`src/rtl/note_pkg.sv`:
```
// Shared constants and types for the note playback engine.
package note_pkg;

    typedef enum logic [2:0] {
        ST_IDLE  = 3'd0,
        ST_FETCH = 3'd1,
        ST_PLAY  = 3'd2,
        ST_DONE  = 3'd3
    } state_t;

    // Note word layout: bit index = fret*6 + string, fret 0 is the open string.
    localparam int unsigned NUM_STRINGS = 6;
    localparam int unsigned NUM_FRETS   = 5;
    localparam int unsigned MAX_NOTES   = 64;

    // Bits 31:30 of a note word are never driven to the audio path.
    localparam logic [31:0] NOTE_MASK = 32'h3FFF_FFFF;

    // Note period in clock cycles for speed 0..7 (index 0 is the slowest tempo).
    localparam int unsigned NUM_TEMPOS = 8;
    localparam logic [NUM_TEMPOS-1:0][31:0] TEMPO_TABLE = {
        32'd13636364, 32'd16666667, 32'd21428571, 32'd25000000,
        32'd30000000, 32'd37500000, 32'd50000000, 32'd75000000
    };

    // Lengths above the RAM depth play the whole RAM.
    function automatic logic [6:0] clamp_length(input logic [6:0] len);
        return (len > 7'd64) ? 7'd64 : len;
    endfunction

endpackage

```
`src/rtl/tempo_timer.sv`:
```
// Loadable down counter that times one note and gates the envelope off
// during the last GAP_CYCLES cycles of the note period.
module tempo_timer #(
    parameter int unsigned CNT_W      = 32,
    parameter int unsigned GAP_CYCLES = 10000
) (
    input  logic             clk,
    input  logic             resetn,
    input  logic             clear,
    input  logic             load,
    input  logic [CNT_W-1:0] period,
    output logic             expire,
    output logic             gate
);

    logic [CNT_W-1:0] count_q, count_d;
    logic             running_q, running_d;

    // Next count: clear wins, a load restarts the note, otherwise count down to zero and stop.
    always_comb begin
        count_d   = count_q;
        running_d = running_q;
        if (clear) begin
            count_d   = '0;
            running_d = 1'b0;
        end else if (load) begin
            count_d   = period - CNT_W'(1);
            running_d = 1'b1;
        end else if (running_q) begin
            if (count_q == '0) begin
                running_d = 1'b0;
            end else begin
                count_d = count_q - CNT_W'(1);
            end
        end
    end

    // Counter registers.
    always_ff @(posedge clk or negedge resetn) begin
        if (!resetn) begin
            count_q   <= '0;
            running_q <= 1'b0;
        end else begin
            count_q   <= count_d;
            running_q <= running_d;
        end
    end

    assign expire = running_q && (count_q == '0);
    assign gate   = running_q && (count_q >= CNT_W'(GAP_CYCLES));

endmodule

```
`src/rtl/note_player.sv`:
```
// Playback engine: walks the note RAM at the selected tempo and presents each
// word to the audio module with a valid strobe and a gated envelope.
module note_player
    import note_pkg::*;
#(
    parameter int unsigned ADDR_W      = 6,
    parameter int unsigned DATA_W      = 32,
    parameter int unsigned RAM_LATENCY = 1,
    parameter int unsigned TEMPO_DIV   = 1,
    parameter int unsigned GAP_CYCLES  = 10000
) (
    input  logic              clk,
    input  logic              resetn,
    input  logic              start,
    input  logic              stop,
    input  logic              loop_en,
    input  logic [2:0]        speed,
    input  logic [6:0]        length,
    output logic [ADDR_W-1:0] ram_address,
    input  logic [DATA_W-1:0] ram_q,
    output logic [DATA_W-1:0] note,
    output logic              note_valid,
    output logic              gate,
    output logic              playing,
    output logic              done,
    output logic [2:0]        state
);

    localparam int unsigned FCW = (RAM_LATENCY < 1) ? 1 : $clog2(RAM_LATENCY + 1);

    // Tempo periods pre-divided at elaboration so no divider is built.
    localparam logic [NUM_TEMPOS-1:0][31:0] PERIOD_TABLE = {
        TEMPO_TABLE[7] / TEMPO_DIV, TEMPO_TABLE[6] / TEMPO_DIV,
        TEMPO_TABLE[5] / TEMPO_DIV, TEMPO_TABLE[4] / TEMPO_DIV,
        TEMPO_TABLE[3] / TEMPO_DIV, TEMPO_TABLE[2] / TEMPO_DIV,
        TEMPO_TABLE[1] / TEMPO_DIV, TEMPO_TABLE[0] / TEMPO_DIV
    };

    state_t             state_q, state_d;
    logic [ADDR_W-1:0]  index_q, index_d;
    logic [ADDR_W-1:0]  ram_address_q, ram_address_d;
    logic [DATA_W-1:0]  note_q, note_d;
    logic               note_valid_q, note_valid_d;
    logic [FCW-1:0]     fetch_cnt_q, fetch_cnt_d;
    logic               start_prev_q, start_prev_d;

    logic               start_edge;
    logic [6:0]         len_clamped;
    logic [6:0]         next_index;
    logic [31:0]        period;
    logic               timer_load;
    logic               timer_clear;
    logic               timer_expire;
    logic               timer_gate;

    assign start_edge  = start && !start_prev_q;
    assign len_clamped = clamp_length(length);
    assign next_index  = 7'(index_q) + 7'd1;
    assign period      = PERIOD_TABLE[speed];

    tempo_timer #(
        .CNT_W      (32),
        .GAP_CYCLES (GAP_CYCLES)
    ) u_tempo_timer (
        .clk    (clk),
        .resetn (resetn),
        .clear  (timer_clear),
        .load   (timer_load),
        .period (period),
        .expire (timer_expire),
        .gate   (timer_gate)
    );

    // Next-state and datapath control; stop overrides everything and aborts without a done pulse.
    always_comb begin
        state_d       = state_q;
        index_d       = index_q;
        ram_address_d = ram_address_q;
        note_d        = note_q;
        note_valid_d  = 1'b0;
        fetch_cnt_d   = fetch_cnt_q;
        start_prev_d  = start;
        timer_load    = 1'b0;
        timer_clear   = 1'b0;

        if (stop) begin
            state_d       = ST_IDLE;
            index_d       = '0;
            ram_address_d = '0;
            note_d        = '0;
            fetch_cnt_d   = '0;
            timer_clear   = 1'b1;
        end else begin
            case (state_q)
                ST_IDLE: begin
                    if (start_edge) begin
                        if (len_clamped != 7'd0) begin
                            state_d       = ST_FETCH;
                            index_d       = '0;
                            ram_address_d = '0;
                            fetch_cnt_d   = '0;
                        end else begin
                            state_d = ST_DONE;
                        end
                    end
                end
                ST_FETCH: begin
                    ram_address_d = index_q;
                    if (fetch_cnt_q == FCW'(RAM_LATENCY)) begin
                        note_d       = ram_q & NOTE_MASK[DATA_W-1:0];
                        note_valid_d = 1'b1;
                        timer_load   = 1'b1;
                        fetch_cnt_d  = '0;
                        state_d      = ST_PLAY;
                    end else begin
                        fetch_cnt_d = fetch_cnt_q + FCW'(1);
                    end
                end
                ST_PLAY: begin
                    if (timer_expire) begin
                        if (next_index < len_clamped) begin
                            index_d       = ADDR_W'(next_index);
                            ram_address_d = ADDR_W'(next_index);
                            fetch_cnt_d   = '0;
                            state_d       = ST_FETCH;
                        end else if (loop_en) begin
                            index_d       = '0;
                            ram_address_d = '0;
                            fetch_cnt_d   = '0;
                            state_d       = ST_FETCH;
                        end else begin
                            note_d  = '0;
                            state_d = ST_DONE;
                        end
                    end
                end
                ST_DONE: begin
                    note_d  = '0;
                    state_d = ST_IDLE;
                end
                default: begin
                    state_d = ST_IDLE;
                end
            endcase
        end
    end

    // State and datapath registers, cleared immediately by reset.
    always_ff @(posedge clk or negedge resetn) begin
        if (!resetn) begin
            state_q       <= ST_IDLE;
            index_q       <= '0;
            ram_address_q <= '0;
            note_q        <= '0;
            note_valid_q  <= 1'b0;
            fetch_cnt_q   <= '0;
            start_prev_q  <= 1'b0;
        end else begin
            state_q       <= state_d;
            index_q       <= index_d;
            ram_address_q <= ram_address_d;
            note_q        <= note_d;
            note_valid_q  <= note_valid_d;
            fetch_cnt_q   <= fetch_cnt_d;
            start_prev_q  <= start_prev_d;
        end
    end

    assign ram_address = ram_address_q;
    assign note        = note_q;
    assign note_valid  = note_valid_q;
    assign gate        = timer_gate && (state_q == ST_PLAY);
    assign playing     = (state_q == ST_FETCH) || (state_q == ST_PLAY);
    assign done        = (state_q == ST_DONE);
    assign state       = state_q;

endmodule
```
`config.mk`:
```
export PLATFORM = sky130hd
export DESIGN_NAME = note_player
export DESIGN_NICKNAME = d
export VERILOG_FILES = /design/src/rtl/note_pkg.sv /design/src/rtl/tempo_timer.sv /design/src/rtl/note_player.sv
export SDC_FILE = /design/constraint.sdc
export NUM_CORES = 1
export LEC_CHECK = 0
export ABC_AREA = 1
export CORE_MARGIN = 2
export CORE_UTILIZATION = 55
export DETAILED_ROUTE_END_ITERATION = 16
export GPL_ROUTABILITY_DRIVEN = 0
export PLACE_DENSITY = 0.78
export RECOVER_POWER = 25
export SYNTH_ARGS = -nofsm -noshare
export SYNTH_HDL_FRONTEND = slang
export SYNTH_HIERARCHICAL = 1
export SYNTH_SLANG_ARGS = --single-unit
export TNS_END_PERCENT = 30
```
`constraint.sdc`:
```
create_clock -name clk -period 3.8 [get_ports clk]
set_input_delay 0.57 -clock clk [delete_from_list [all_inputs] [get_ports clk]]
set_output_delay 0.57 -clock clk [all_outputs]
set_load 0.02 [all_outputs]
```
==> results.md <==
- Max IR drop VDD: 0.4911 mV
- Clock Pin Slew Worst Setup and Hold Paths: 0.10 ns
- Clock Sinks: 80
- Largest net degree at the start of global routing: 81
- Clock power share: 0.126
- Fin cells: 1,135
- Num rows: 38
- Startpoint types: flop
- Synth top cells by count: nand2_1 (378), inv_1 (107), nor2_1 (91), dfrtp_1 (80), nand3_1 (37)
- Critical Path Max Stage Delay: 0.44 ns
- Cts repair resizes: 0
- Setup TNS: 0 ns
- Crit path buf inv count: 3
- Drt first pass iters: 6
- Num CTS Buffers: 9
- Full die area: 0.01171 mm^2
- Worst Path Max Fanout: 24
- Vias per cell: 5.020
- Count leader, synth: nand2_1
- Clock skew: 0.01684 ns
- DR DRC count: 0
- RSZ-0062 raised after global routing: false
- Initial drt markers: 439
- Overall power: 4.828 mW
- Cell breakdown of the critical path: inv_1, ha_1, nand2_1, nor2_4, buf_4, o21ai_1, inv_1, ha_1, nand3_2, nor2_4, nand2_1, nor2_2, nand2_1, nand2_1, nand2_1, o21ai_1
- Setup slack after layout: 0.7491 ns
- Arr. time, crit path: 3.34 ns
- Detailed Route WL: 14,610 um
- Area of the core: 0.01070 mm^2
- Worst EP required: 4.09 ns
- Max-cap violation count: 1
- Cell internal pwr: 2.346 mW
- Dominant synthesized flop cell: dfrtp_1
- Die width: 108.2 um
- Max Freq: 0.3278 GHz
- Sw Ratio: 0.5141
- GR Overflow Total: 0
- Clock Latency Late Sink: 0.36 ns
- Combinational share of power: 0.642
- WS Path Type: reg2reg
- TritonCTS clock tree: yes
- Largest family of logic cells by synthesized area: simple AND/OR/NAND/NOR gates
- Final nets: 1,055
- Setup-failing EPs final: 0
- Mapped Cells: 909
- Die span in y: 108.2 um
- CTS Hold Bufs: 0
- Run status: finished with violations
- Yosys top cell by area: dfrtp_1
- Yosys cell types: 37
- Hold Vio Cnt, Final: 0
- EDFF count, synth: 0
- Synth Area in Compound Gates: 0.1102
- Power per standard cell area: 684.2 mW/mm^2
- Clock root buffer master: clkbuf_8
- Mux cell area share after synthesis: 0.001676
- Post-synthesis xor/xnor area fraction: 0.01906
- Top cell type's share of synthesized area: 0.3351
- CTS Buffer Depth: 2
- Hold Crit Class: reg2reg
- Routed wire per std cell: 12.87 um
- Worst Setup End Kind: flop
- Routed Antenna Nets: 0
- Count of input and output buffers: 86
- Net Switching: 2.482 mW
- Syn-to-layout area delta: 18.12%
- Rel. slew slack: -0.3431
- Vias in the first global route: 5,326
- Most common cell on crit path: nand2_1
- Fin crit share: 0.8029
- H-tree Lvls: 3
- HPWL Detailed: 10,930 um
- ANT cells: 0
- #FFs+latches synth: 80
- Simple-gate area share of the yosys netlist: 0.3865
- Tmin final: 3.051 ns
- Sequential power share: 0.232
- Initial antenna violation count: 0
- Lkg Pwr: 3.903 nW
- Top delay family on crit path: simple AND/OR/NAND/NOR gates
- Cell Count Post-Placement: 1,119
- Global-route wire length before repair: 24,690 um
- Ranking of synthesized cells by area: dfrtp_1 (34%), nand2_1 (24%), inv_1 (6.7%), nor2_1 (5.7%), o21ai_2 (4.4%)
- All-Layer GR Usage: 0.2630
- CP max-delay cell: dfrtp_1
- Average cell area after synthesis: 6.571 um^2
- Starting Density: 0.5584
- Post-synthesis adder-cell area fraction: 0.03770
- Post-CTS Setup Bufs: 0
- Slew Viols, Final: 81
- Post-synthesis instance area: 0.005973 mm^2
- Place WS: 0.4484 ns
- Post-synthesis sequential area ratio: 0.3351
- Failing checks: capacitance limit, slew limit
- Yosys warnings: 6
- Num ports: 92
- Layout cells sized above 1: 0.09849
- Vias after detailed routing: 5,698
- Slew @ Worst Pin: 2.015 ns
- Asr flop ratio synth: 1.000
registers in the layout (all words and copies together) (netlist names):
name                     cells
u_tempo_timer/count_q       32
index_q                      6
ram_address                  6
start_prev_q                 1
fetch_cnt_q                  1
note_valid                   1
state                        2
u_tempo_timer/running_q      1
note                        30
kinds of logic after synthesis:
logic type / after synthesis
compound gates: 100
other cells: 1
buf+inv: 142
fa+ha+maj: 18
simple gates: 554
mux: 1
flops: 80
xor+xnor: 13
final timing paths:
path	to	slack [ns]	cells past startpoint	from
setup / recovery	u_tempo_timer/count_q[14]	0.75	16	state[1]
setup reg to reg	u_tempo_timer/count_q[14]	0.75	16	state[1]
min in group asynchronous	u_tempo_timer/count_q[5]	0.73	1	resetn
hold reg to reg	note[22]	0.49	2	note[22]
max in group asynchronous	u_tempo_timer/count_q[26]	1.82	1	resetn
hold / removal	note[22]	0.49	2	note[22]
power by group through the flow:
| stage | registers [mW] | clock network (mW) | logic (mW) |
|---|---|---|---|
| finish | 1.12 | 0.607 | 3.10 |
| CTS | 1.12 | 0.629 | 3.05 |
| detailed placement | 1.14 | 0 | 3.04 |
| global route | 1.14 | 0.664 | 3.46 |
| global placement | 1.13 | 0 | 3.00 |
| floorplan | 1.27 | 0 | 2.14 |
per-stage QoR:
| stage | hold WS [ns] | utilization | instance area (um^2) |
|---|---|---|---|
| finish | 0.4883 | 0.6595 | 7056 |
| global route | 0.5069 | 0.6595 | 7056 |
| CTS | 0.4174 | 0.6598 | 7058 |
| detailed placement | 0.4675 | 0.6423 | 6872 |
| global placement | 0.4630 | 0.6423 | 6872 |
| floorplan | 0.2744 | - | 6000 |
layer usage:
metal | up-vias | share of wire | wire length, um | global-route usage
li1 | 2959 | - | - | -
met1 | 2583 | 0.47 | 6938 | 0.3695
met2 | 138 | 0.46 | 6736 | 0.4268
met3 | 18 | 0.049 | 710 | 0.03617
met4 | 0 | 0.015 | 222 | 0.07326
met5 | - | 0 | 0 | 0
cells in the final DEF, fill, tap and decap left out, types with 2 or more instances in the layout:
cell type,n
buf_4,9
o21ai_2,30
inv_1,107
o21ai_0,33
or2_2,2
dfrtp_1,80
xor2_1,8
nand4_1,10
inv_6,3
nand2_1,378
nor2_1,89
nand3_2,4
conb_1,8
o22ai_1,10
xnor2_1,5
nor2_4,8
nand2_4,2
inv_2,3
nor3_1,2
clkdlybuf4s50_1,84
nor2_2,12
clkinvlp_4,3
nand2_2,7
a21oi_1,9
o21ai_1,10
nand3_1,37
nand3b_1,2
o21bai_1,2
ha_1,18
clkbuf_8,10
worst reg2reg max path: stages (launching register included):
cell and delay [ns]:
dfrtp_1 0.44, inv_1 0.10, ha_1 0.35, nand2_1 0.15, nor2_4 0.14, buf_4 0.27, o21ai_1 0.20, inv_1 0.09
ha_1 0.22, nand3_2 0.12, nor2_4 0.16, nand2_1 0.18, nor2_2 0.26, nand2_1 0.07, nand2_1 0.07, nand2_1 0.05
o21ai_1 0.11
area by class of cell:
type	instances	area (um^2)
fill	992	3642
multi-input combinational	694	3356
sequential	80	2002
timing repair buffer	95	923.4
inverter	110	412.9
tap	140	175.2
clock buffer	10	137.6
clock inverter	6	48.80
No activity file was read; power rests on OpenSTA's default activity.
